--- config.mk ---
export PLATFORM = sky130hd
export DESIGN_NAME = mem_access_seq
export DESIGN_NICKNAME = d
export VERILOG_FILES = /design/src/rtl/pdua_mem_pkg.sv /design/src/rtl/mem_wait_timer.sv /design/src/rtl/mem_access_seq.sv
export SDC_FILE = /design/constraint.sdc
export NUM_CORES = 1
export LEC_CHECK = 0
export CORE_UTILIZATION = 30
export DETAILED_ROUTE_END_ITERATION = 12
export GPL_TIMING_DRIVEN = 1
export HOLD_SLACK_MARGIN = 0.15
export MAX_ROUTING_LAYER = met4
export PLACE_DENSITY = 0.71
export SLEW_MARGIN = 20
export SYNTH_ARGS = -nofsm -noshare
export SYNTH_HDL_FRONTEND = slang
export SYNTH_SLANG_ARGS = --single-unit
--- constraint.sdc ---
create_clock -name clk -period 1.4 [get_ports clk]
set_input_delay 0.14 -clock clk [delete_from_list [all_inputs] [get_ports clk]]
set_output_delay 0.14 -clock clk [all_outputs]
set_load 0.05 [all_outputs]
--- src/rtl/pdua_mem_pkg.sv ---
// Shared types and sizing helpers for the memory-access sequencer.
package pdua_mem_pkg;

  // Sequencer states: one handshaked bus cycle runs IDLE -> REQ -> DONE/ERR -> IDLE.
  typedef enum logic [1:0] {
    IDLE = 2'd0,
    REQ  = 2'd1,
    DONE = 2'd2,
    ERR  = 2'd3
  } state_e;

  // Width of the wait-state timer. One extra code lets it saturate one past
  // the last legal wait count without wrapping back to zero.
  function automatic int timer_w(input int timeout_cycles);
    return $clog2(timeout_cycles + 1);
  endfunction

endpackage

--- src/rtl/mem_wait_timer.sv ---
// Counts cycles spent waiting for mem_ack and flags the last permitted cycle.
module mem_wait_timer
  import pdua_mem_pkg::*;
#(
  parameter int TIMEOUT_CYCLES = 15
) (
  input  logic clk,
  input  logic rst_n,
  input  logic clr,
  input  logic en,
  output logic expired
);

  localparam int                 TIMER_W = timer_w(TIMEOUT_CYCLES);
  localparam logic [TIMER_W-1:0] LAST    = TIMER_W'(TIMEOUT_CYCLES - 1);
  localparam logic [TIMER_W-1:0] SAT     = TIMER_W'(TIMEOUT_CYCLES);

  logic [TIMER_W-1:0] count_q;
  logic [TIMER_W-1:0] count_d;

  // Next count: clear wins, otherwise count up while enabled and saturate.
  always_comb begin
    // NOTE: every combinational output gets a default first so no path leaves
    // it unassigned; an unassigned path would infer a latch.
    count_d = count_q;
    if (clr) begin
      count_d = '0;
    end else if (en && (count_q != SAT)) begin
      count_d = count_q + TIMER_W'(1);
    end
  end

  // Count register.
  always_ff @(posedge clk or negedge rst_n) begin
    // NOTE: state is updated with non-blocking assignments so every register
    // samples the values from before the edge, independent of block order.
    if (!rst_n) begin
      count_q <= '0;
    end else begin
      count_q <= count_d;
    end
  end

  // The current wait cycle is the last one allowed before an abort.
  assign expired = en && (count_q == LAST);

endmodule

--- src/rtl/mem_access_seq.sv ---
// Memory-access sequencer: turns a read or write command from the control
// unit into one handshaked bus cycle with wait-state tolerance and an ack
// timeout. Read data is captured once and held so the MDR always sees a
// stable value. Every output comes straight from a register.
module mem_access_seq
  import pdua_mem_pkg::*;
#(
  parameter int DATA_WIDTH     = 8,
  parameter int ADDR_WIDTH     = 8,
  parameter int TIMEOUT_CYCLES = 15
) (
  input  logic                  clk,
  input  logic                  rst_n,
  input  logic                  rd_req,
  input  logic                  wr_req,
  input  logic [ADDR_WIDTH-1:0] addr_in,
  input  logic [DATA_WIDTH-1:0] wr_data,
  input  logic [DATA_WIDTH-1:0] mem_rdata,
  input  logic                  mem_ack,
  output logic [ADDR_WIDTH-1:0] mem_addr,
  output logic [DATA_WIDTH-1:0] mem_wdata,
  output logic                  mem_cs,
  output logic                  mem_we,
  output logic [DATA_WIDTH-1:0] rd_data,
  output logic                  mdr_en,
  output logic                  busy,
  output logic                  done,
  output logic                  err
);

  state_e state_q, state_d;

  logic [ADDR_WIDTH-1:0] mem_addr_q,  mem_addr_d;
  logic [DATA_WIDTH-1:0] mem_wdata_q, mem_wdata_d;
  logic                  mem_we_q,    mem_we_d;
  logic [DATA_WIDTH-1:0] rd_data_q,   rd_data_d;
  logic                  mem_cs_q,    mem_cs_d;
  logic                  mdr_en_q,    mdr_en_d;
  logic                  busy_q,      busy_d;
  logic                  done_q,      done_d;
  logic                  err_q,       err_d;

  logic timer_clr;
  logic timer_en;
  logic timer_expired;

  // The timer only runs while waiting for an ack; outside REQ it is held at
  // zero, so every bus cycle starts counting from a fresh timer.
  assign timer_clr = (state_q != REQ);
  assign timer_en  = (state_q == REQ);

  mem_wait_timer #(
    .TIMEOUT_CYCLES(TIMEOUT_CYCLES)
  ) u_wait_timer (
    .clk    (clk),
    .rst_n  (rst_n),
    .clr    (timer_clr),
    .en     (timer_en),
    .expired(timer_expired)
  );

  // Next-state logic, plus next values for the latched bus fields and flags.
  always_comb begin
    state_d     = state_q;
    mem_addr_d  = mem_addr_q;
    mem_wdata_d = mem_wdata_q;
    mem_we_d    = mem_we_q;
    rd_data_d   = rd_data_q;

    unique case (state_q)
      IDLE: begin
        // A read and a write together is illegal: report it, start no bus cycle.
        if (rd_req && wr_req) begin
          state_d = ERR;
        end else if (rd_req || wr_req) begin
          state_d    = REQ;
          mem_addr_d = addr_in;
          mem_we_d   = wr_req;
          if (wr_req) begin
            mem_wdata_d = wr_data;
          end
        end
      end
      REQ: begin
        // An ack on the last allowed wait cycle still completes the transfer.
        if (mem_ack) begin
          state_d = DONE;
          if (!mem_we_q) begin
            rd_data_d = mem_rdata;
          end
        end else if (timer_expired) begin
          state_d = ERR;
        end
      end
      DONE:    state_d = IDLE;
      ERR:     state_d = IDLE;
      default: state_d = IDLE;
    endcase

    // Status flags are decoded from the next state so they appear in the
    // same cycle as the state they describe.
    mem_cs_d = (state_d == REQ);
    busy_d   = (state_d != IDLE);
    done_d   = (state_d == DONE);
    err_d    = (state_d == ERR);
    mdr_en_d = (state_d == DONE) && (state_q == REQ) && !mem_we_q;
  end

  // State and output registers; reset drops chip select immediately.
  always_ff @(posedge clk or negedge rst_n) begin
    if (!rst_n) begin
      state_q     <= IDLE;
      mem_addr_q  <= '0;
      mem_wdata_q <= '0;
      mem_we_q    <= 1'b0;
      rd_data_q   <= '0;
      mem_cs_q    <= 1'b0;
      mdr_en_q    <= 1'b0;
      busy_q      <= 1'b0;
      done_q      <= 1'b0;
      err_q       <= 1'b0;
    end else begin
      state_q     <= state_d;
      mem_addr_q  <= mem_addr_d;
      mem_wdata_q <= mem_wdata_d;
      mem_we_q    <= mem_we_d;
      rd_data_q   <= rd_data_d;
      mem_cs_q    <= mem_cs_d;
      mdr_en_q    <= mdr_en_d;
      busy_q      <= busy_d;
      done_q      <= done_d;
      err_q       <= err_d;
    end
  end

  assign mem_addr  = mem_addr_q;
  assign mem_wdata = mem_wdata_q;
  assign mem_we    = mem_we_q;
  assign rd_data   = rd_data_q;
  assign mem_cs    = mem_cs_q;
  assign mdr_en    = mdr_en_q;
  assign busy      = busy_q;
  assign done      = done_q;
  assign err       = err_q;

endmodule

==> Yosys cells after proc, flatten, opt, wreduce, memory -nomap -nowiden <==
Index checks and enable logic that the tools add are counted.
{ "totals": {"reg_bits": 36, "latchBits": 0, "ramBits": 0, "mem_bits_ro": 0, "inputBits": 29, "out_inout_bits": 30, "wordCells": 44, "n_memories": 0} }
{ "classes": {"add_sub_neg": 1, "n_mul": 0, "div_mod_pow": 0, "magnitude_cmp": 0, "eq_ne": 9, "n_shift": 0, "n_mux": 7, "n_bitwise": 2, "n_reduce_logical": 14} }
{ "ops": {"columns": ["cell", "n"], "rows": [
  ["equality test 2 bit, second input constant", 4],
  ["2-to-1 mux 2 bit", 4],
  ["2-to-1 mux 4 bit", 2],
  ["case mux 2 bit (3 select lines)", 1],
  ["AND reduction 3 bit", 2],
  ["logical AND 1 bit", 5],
  ["adder 4 x 1 -> 4 bit, second input constant", 1],
  ["equality test 2 x 1 -> 1 bit, second input constant", 2],
  ["equality test 4 bit, second input constant", 1],
  ["inequality test 4 bit, second input constant", 1],
  ["AND reduction 4 bit", 1],
  ["nonzero test 2 bit", 2],
  ["logical NOT 2 bit", 1],
  ["inequality test 2 x 1 -> 1 bit, second input constant", 1],
  ["NOT 1 bit", 2],
  ["OR reduction 2 bit", 1],
  ["logical NOT 1 bit", 1],
  ["logical OR 1 bit", 1]
]} }

==> Depth between registers and ports, before layout <==
Gate-level depths: netlist of run 1.
{ "depth": {"depth_word": 8, "mapped_depth": 5, "mapped_depth_nobuf": 4} }

==> Modules after synthesis <==
A second synthesis of run 1 with hierarchy kept.
{ "hier_totals": {"hier_cells": 105, "area_unflattened_um2": 1542.7} }
{ "modules_own_cells": {"columns": ["mod", "n_inst", "cells_each", "area_each_um2", "seq_area_each_um2"], "rows": [
  ["mem_access_seq", 1, 82, 1282.5, 800.8],
  ["mem_wait_timer", 1, 23, 260.2, 100.1]
]} }

==> Worst setup path before layout of run 1 <==
OpenSTA, ideal clock, no wires.
{ "synth_timing": {"kind": "flip-flop to flip-flop", "from": "reg mem_we_q, in the netlist mem_we", "to": "reg rd_data_q[0], in the netlist rd_data[0]", "setup_ps": 125, "t_arrival_ps": 1418, "required_time_ps": 1275, "slack_ps": -143, "stages_incl_launch_ff": 4, "n_path_buf": 1, "synth_period_minus_slack_ps": 1543, "cell_sequence": "dfrtp_1 > and4bb_2 > buf_2 > mux2_2"} }
{ "synth_between": {"elab_chain_cells": 2} }
{ "synth_rtl": {"columns": ["item", "line_no", "text"], "rows": [
  ["from (decl)", "mem_access_seq.sv:35", "logic mem_we_q, mem_we_d;"],
  ["from (signal assigned)", "mem_access_seq.sv:126", "mem_we_q <= mem_we_d;"],
  ["NOT 1 bit (no line)", null, null],
  ["AND reduction 3 bit (no line)", null, null],
  ["to (signal assigned)", "mem_access_seq.sv:127", "rd_data_q <= rd_data_d;"],
  ["to (decl)", "mem_access_seq.sv:36", "logic [DATA_WIDTH-1:0] rd_data_q, rd_data_d;"]
]} }
Every way passes these cells.
A chain may end at the register's enable or synchronous reset.

==> Worst setup path in the final report of run 1 <==
{ "layout_timing": {"from": "reg state_q[1]", "to": "reg rd_data_q[1], in the netlist rd_data[1]"} }
{ "layout_between": {"elab_chain_cells": 2} }
{ "layout_rtl": {"columns": ["item", "line_no", "text"], "rows": [
  ["from (decl)", "mem_access_seq.sv:31", "state_e state_q, state_d;"],
  ["from (signal assigned)", "mem_access_seq.sv:123", "state_q <= state_d;"],
  ["equality test 2 x 1 -> 1 bit", "mem_access_seq.sv:70", "unique case (state_q)"],
  ["AND reduction 3 bit (no line)", null, null]
]} }
Every way passes these cells.

==> run summary, run 1 <==
Vias/cell: 4.54
area of the multi-input gates: 577 um2
post-synthesis sequential area ratio: 60.1%
syn_area_per_cell: 14.6 um2
Die ar.: 5290 um2
CP delay by family, top: flip-flops
Cells after Synth: 103
Hold/Removal Path Class: primary input to async pin
total core area: 4750 um2
Crit Reg-Reg Endpoint: rd_data[1]
DIE HEIGHT: 72.7 um
leakage: 1.04 nW
outcome: finished clean
Antenna diodes: 0
Worst Skew: 0.00753 ns
Hold Violations, Final: 0
cell taking the most area after synthesis: dfrtp_1
total grt overflow: 0
Pre-Repair DR Iteration Count: 4
unrepaired setup endpoints after global routing: yes
GRT Overall Usage: 13.6%
r2r setup slk: 0.03 ns
row cnt: 25
critical path class: register to register
CP Launch Type: register
max cap viols: 0
clock slew at reported path FFs: 0.07 ns
critical path arrival: 1.54 ns
CTS root buffer: clkbuf_8
most numerous cell in the Yosys netlist: dfrtp_1
DR DRC count: 0
post-synthesis net count: 137
Synth Flop Type: dfrtp_1
critical path endpoint category: register
Yosys warnings: 0
final setup vio count: 0
Worst-Margin Slew: 0.483 ns
WP data required: 1.57 ns
Placer Congestion: 0.781
Initial Util: 31.6%
worst skew pair latency: 0.28 ns
register area: 905 um2
Routed Antenna Nets: 0
Power Density: 2620 nW/um2
placed cell area: 2140 um2
worst stage delay on the critical path: 0.47 ns
Final Max Tran Viols: 0
Place WS: -0.477 ns
CTS buffer count: 5
period utilization: 97.9%
Longest Clk Path Bufs: 2
I/O Pins: 59
Final Cell Area: 2290 um2
first-pass GRT wire length: 5.31 mm
Die Span X: 72.7 um
layout cells sized above 1: 46.6%
RR Startpoint: state_q[1]
Worst VDD drop: 1220 uV
Layout area overhead: 53.0%
CP max stage cell: dfrtp_2
Port Buffers: 58
DR iter-0 viols: 20
Fmax: 730 MHz
vias in the first global route: 1,134
final WL: 3.20 mm
H-tree depth: 2
CTS Sinks: 36
relative slew slack: 67.8%
number of fillers in the final layout: 440
share of the synthesized area in the top cell type: 60.1%
via count: 1,103
most instantiated cells after synthesis: 36 x dfrtp_1, 25 x mux2_2, 5 x ha_1
Final WS setup: 0.0295 ns
Util after Layout: 48.3%
post-synthesis cell type count: 26
Mapped Area: 1500 um2
Synth async-reset ratio: 100%
initial antenna violation count: 0
largest net degree at the start of global routing: 23
fin crit period: 1.37 ns
worst-path cell chain: and4bb_4, mux2_2
Synth Register Bits: 36
TritonCTS clock tree: yes
crit path max fanout: 9
DP HPWL: 2.41 mm
WP buf/inv: 0
synth top area cells: dfrtp_1 60%, mux2_2 19%, ha_1 4.2%, nor4b_4 1.6%, buf_6 1.5%
FF-to-FF path depth: 2
Post-synth EDFFs: 0
wire per inst: 13.2 um
final net count: 209
[area by class of cell]
| class | count | area share [%] |
|---|---|---|
| timing repair buffer | 70 | 26.4 |
| clock inverter | 2 | 1.53 |
| sequential | 36 | 39.4 |
| clock buffer | 6 | 3.16 |
| inverter | 4 | 0.654 |
| tap | 67 | 3.65 |
| multi-input combinational | 58 | 25.1 |
[routing by layer]
layer | vias up | part of all wire [%] | GRT usage [%]
li1 | 509 | - | -
met1 | 559 | 41 | 16.2
met2 | 31 | 55 | 22.1
met3 | 4 | 3.4 | 3.73
met4 | 0 | 1.1 | 5.23
met5 | - | 0 | -
[metrics by stage]
step / power [mW] / TNS, ns / std cells / hold WS, ns
3_3_place_gp: 4.97 / -7.73 / 233 / 0.119
2_1_floorplan: 4.02 / -0.347 / 103 / -0.156
5_1_grt: 6.32 / -0.00470 / 243 / 0.356
3_5_place_dp: 5.07 / -8.27 / 233 / 0.126
6_report: 6.01 / 0 / 243 / 0.346
4_1_cts: 6.08 / 0 / 243 / 0.343
[report_power, final]
group	total, mW	switching (mW)	internal [mW]
combinational	3.29	2.04	1.25
clock	0.878	0.350	0.528
sequential	1.83	0.314	1.52
[worst reg2reg max path: stages (launching register included)]
cell and delay, ns:
dfrtp_2 0.47, and4bb_4 0.42, mux2_2 0.36
[layout by cell type, fill, tap and decap left out, types with 2 or more instances in the layout]
cell and count:
buf_4 37, nand4_1 2, inv_1 4, mux2_2 22
dfrtp_2 3, dfrtp_1 33, clkbuf_8 5, a31o_2 2
a21oi_1 3, nand2b_1 2, ha_1 4, dlygate4sd2_1 2
clkdlybuf4s50_1 25, buf_6 2, mux2_4 3, nor2_1 4
[cells by family after synthesis]
| logic type | count (synthesis) | synth area share [%] |
|---|---|---|
| AND/OR/NAND/NOR | 17 | 8.17 |
| multiplexers | 25 | 18.8 |
| AO/OA/AOI/OAI | 11 | 5.42 |
| flip-flops | 36 | 60.0 |
| adder cells (fa/ha/maj) | 5 | 4.17 |
| buffers and inverters | 9 | 3.42 |
[worst max path at each step]
stage	depth (start not counted)	slack (ns)	from	to
6_report	2	0.03	state_q[1]	rd_data[1]
3_5_place_dp	6	-0.48	rd_req	mem_we
4_1_cts	3	0.008	state_q[0]	mem_wdata[6]
3_3_place_gp	6	-0.44	rd_req	mem_we
2_1_floorplan	3	-0.04	state_q[0]	mem_wdata[0]
5_1_grt	2	-0.004	state_q[1]	rd_data[1]
[timing repair]
| item | CTS | global route |
|---|---|---|
| pin swaps | 2 | 1 |
| setup endpoints to repair | 25 | 8 |
| cloned | 0 | 0 |
| hold endpoints to repair | 21 | 0 |
| hold buffers | 1 | 0 |
| resized for setup | 13 | 0 |
| setup buffers | 1 | 0 |
[registers in the layout (all words and copies together) (netlist names)]
signal and count:
err 1, mem_we 1, mem_cs 1, state_q 2, done 1, rd_data 8, busy 1, mem_wdata 8
mem_addr 8, mdr_en 1, u_wait_timer.count_q 4
(Power assumes the default switching activity.)
==> inputs of run 2 (changes only) <==
Settings changed: SYNTH_HIERARCHICAL from default to 1.
==> run 2 against run 1 <==
The run now ends with setup timing left. Maximum frequency shrank 7.1%. Largest power group unchanged. Routed wire length grew 11%. Setup slack lost 0.10 ns. Die area grew 2.8%. Synthesized cell count grew 1.9%. Clock power shrank 9.5%. Total power grew 5.1%. Critical endpoint is now state_q[1]. Sequential share of layout area shrank 2.8 points. Sequential power shrank 3%. Worst hold slack lost 0.046 ns. Highest routed layer unchanged. Clock-buffer cell count grew 1.
==> run summary, run 2 <==
total power: 6.31 mW (+5.1%)
Yosys warnings: 6 (+6)
Hold/Removal Path Class: primary input to register
DP HPWL: 2.59 mm (+7.6%)
Post-Layout Cell Count: 253 (+4.1%)
Synth Register Bits: 36 (unchanged)
Layout area overhead: 60.1%
max cap viols: 0 (unchanged)
Synth async-reset ratio: 100% (unchanged)
most instantiated cells after synthesis: 36 x dfrtp_1, 25 x mux2_2, 5 x ha_1, 5 x inv_1
via count: 1,118 (+1.4%)
Worst VDD drop: 1150 uV (-6.2%)
final net count: 220 (+5.3%)
Port Buffers: 58 (unchanged)
GRT Overall Usage: 14.8% (+1.2 points)
Fmax: 678 MHz (-7.1%)
hold_ws: 0.300 ns (-0.0464 ns)
Crit Reg-Reg Endpoint: state_q[1]
initial antenna violation count: 0 (unchanged)
CTS root buffer: clkbuf_8
critical path arrival: 1.65 ns (+0.11 ns)
post-synthesis sequential area ratio: 58.4% (-1.7 points)
Routed Antenna Nets: 0 (unchanged)
largest net degree at the start of global routing: 20 (-13%)
clock slew at reported path FFs: 0.07 ns (about the same)
Post-synth EDFFs: 0 (unchanged)
DR DRC count: 0 (unchanged)
Cells after Synth: 105 (+1.9%)
violated checks: setup timing
FF-to-FF path depth: 5 (+3)
Pre-Repair DR Iteration Count: 4 (unchanged)
Longest Clk Path Bufs: 2 (unchanged)
DR iter-0 viols: 43 (+110%)
unrepaired setup endpoints after global routing: yes
layout cells sized above 1: 53.8% (+7.2 points)
TritonCTS clock tree: yes
Power Density: 2560 nW/um2 (-2.4%)
share of the synthesized area in the top cell type: 58.4% (-1.7 points)
CTS buffer count: 5 (unchanged)
Final Max Tran Viols: 0 (unchanged)
RR Startpoint: state_q[0]
Place WS: -0.482 ns (-0.00468 ns)
vias in the first global route: 1,205 (+6.3%)
total grt overflow: 0 (unchanged)
most numerous cell in the Yosys netlist: dfrtp_1
leakage: 1.14 nW (+10%)
DIE HEIGHT: 73.7 um (+1.4%)
final setup vio count: 28 (+28)
Die ar.: 5430 um2 (+2.8%)
Worst-Margin Slew: 0.432 ns (-0.0518 ns)
H-tree depth: 2 (unchanged)
hold_sp: wr_req
crit path max fanout: 4 (-5)
most frequent cells in the layout: 44 x buf_4, 34 x dfrtp_1, 25 x clkdlybuf4s50_1
period utilization: 105% (+7.4 points)
syn_area_per_cell: 14.7 um2 (+0.88%)
critical path class: register to register
Worst Skew: 0.00281 ns (-0.00472 ns)
r2r setup slk: -0.07 ns (-0.10 ns)
Synth Flop Type: dfrtp_1
dpl cells: 241 (+3.4%)
Placer Congestion: 0.752 (-3.7%)
synth top area cells: dfrtp_1 58%, mux2_2 18%, ha_1 4.1%, mux2_4 1.9%, nor4b_4 1.5%
placed cell area: 2290 um2 (+7.2%)
critical path endpoint category: register
Hold Violations, Final: 0 (unchanged)
commonest non-fill, non-tap cell in the layout: buf_4
Die Span X: 73.7 um (+1.4%)
wire per inst: 14.0 um (+6.2%)
fin crit period: 1.47 ns (+0.104 ns)
CP Launch Type: register
I/O Pins: 59 (unchanged)
row cnt: 25 (unchanged)
WP data required: 1.57 ns (about the same)
first-pass GRT wire length: 5.63 mm (+6.1%)
Setup crit start: state_q[0]
Initial Util: 31.8% (+0.27 points)
cell taking the most area after synthesis: dfrtp_1
CTS Sinks: 36 (unchanged)
end of the critical path: state_q[1]
worst skew pair latency: 0.29 ns (about the same)
Antenna diodes: 0 (unchanged)
Mapped Area: 1540 um2 (+2.8%)
post-synthesis cell type count: 28 (+7.7%)
Final Cell Area: 2470 um2 (+7.6%)
relative slew slack: 71.2% (+3.5 points)
post-synthesis net count: 139 (+1.5%)
total core area: 4850 um2 (+2.0%)
Vias/cell: 4.42 (-2.6%)
outcome: finished, violations left
final WL: 3.54 mm (+11%)
Final WS setup: -0.0747 ns (-0.104 ns)
run 2: cell types whose count changed in the layout (fill, tap and decap cells not counted), sizes merged, moves of 2 or more:
cell / delta
a31o: -2
mux2: +2
inv: +2
buf: +8
run 2: stage by stage:
stage	utilization, %	setup TNS [ns]
floorplan	-	-1.57
global placement	47.3	-9.45
detailed placement	47.3	-10.35
CTS	50.6	-0.938
global route	50.9	-2.35
finish	50.9	-0.783
run 2: timing repair:
item	in CTS	in global routing
cloned	1	0
hold buffers	1	0
setup endpoints to repair	29	30
pin swaps	1	1
endpoints found under the hold margin	17	0
gates resized for setup	16	0
setup buffers	1	2
run 2: logic make-up (layout without fill, tap and decap cells):
kind of cell	Yosys count	in the layout	synth area share, %
buffers and inverters	10	91	3.57
adder cells (fa/ha/maj)	5	5	4.06
flip-flops	36	36	58.4
AND/OR/NAND/NOR	20	20	10.1
multiplexers	27	27	20.2
AO/OA/AOI/OAI	7	7	3.73
run 2: cell type report:
type	count	area [um2]
fill	419	2380
multi-input combinational	59	683
clock buffer	7	96.3
sequential	36	903
tap	67	83.8
inverter	6	25.0
timing repair buffer	78	678
run 2: report_power, final:
part / total [mW] / internal, mW / switching, mW
registers: 1.78 / 1.50 / 0.277
clock network: 0.795 / 0.438 / 0.357
logic: 3.73 / 1.54 / 2.19
total: 6.31 / 3.48 / 2.83
run 2: how the worst min path moves through the flow:
| stage | slack (ns) | end | depth (start not counted) |
|---|---|---|---|
| final | 0.30 | mem_we | 2 |
| after global routing | 0.33 | mem_we | 2 |
| after CTS | 0.29 | mem_we | 2 |
| after detailed placement | 0.1 | mem_addr[2] | 1 |
| after global placement | 0.09 | mem_addr[2] | 1 |
| after floorplan | -0.16 | busy | 0 |
run 2: critical path, stage by stage, from the launching register on:
cell     delay (ns)
dfrtp_1        0.40
or2b_4         0.23
inv_4          0.04
and4_4         0.16
or3b_4         0.37
nor3b_2        0.16
run 2: metal layers:
metal | track usage (%) | vias to the layer above | routed length, um
li1 | - | 524 | -
met5 | - | - | 0
met4 | 5.13 | 0 | 38
met1 | 16.8 | 545 | 1430
met3 | 5.21 | 5 | 238
met2 | 24.3 | 44 | 1830
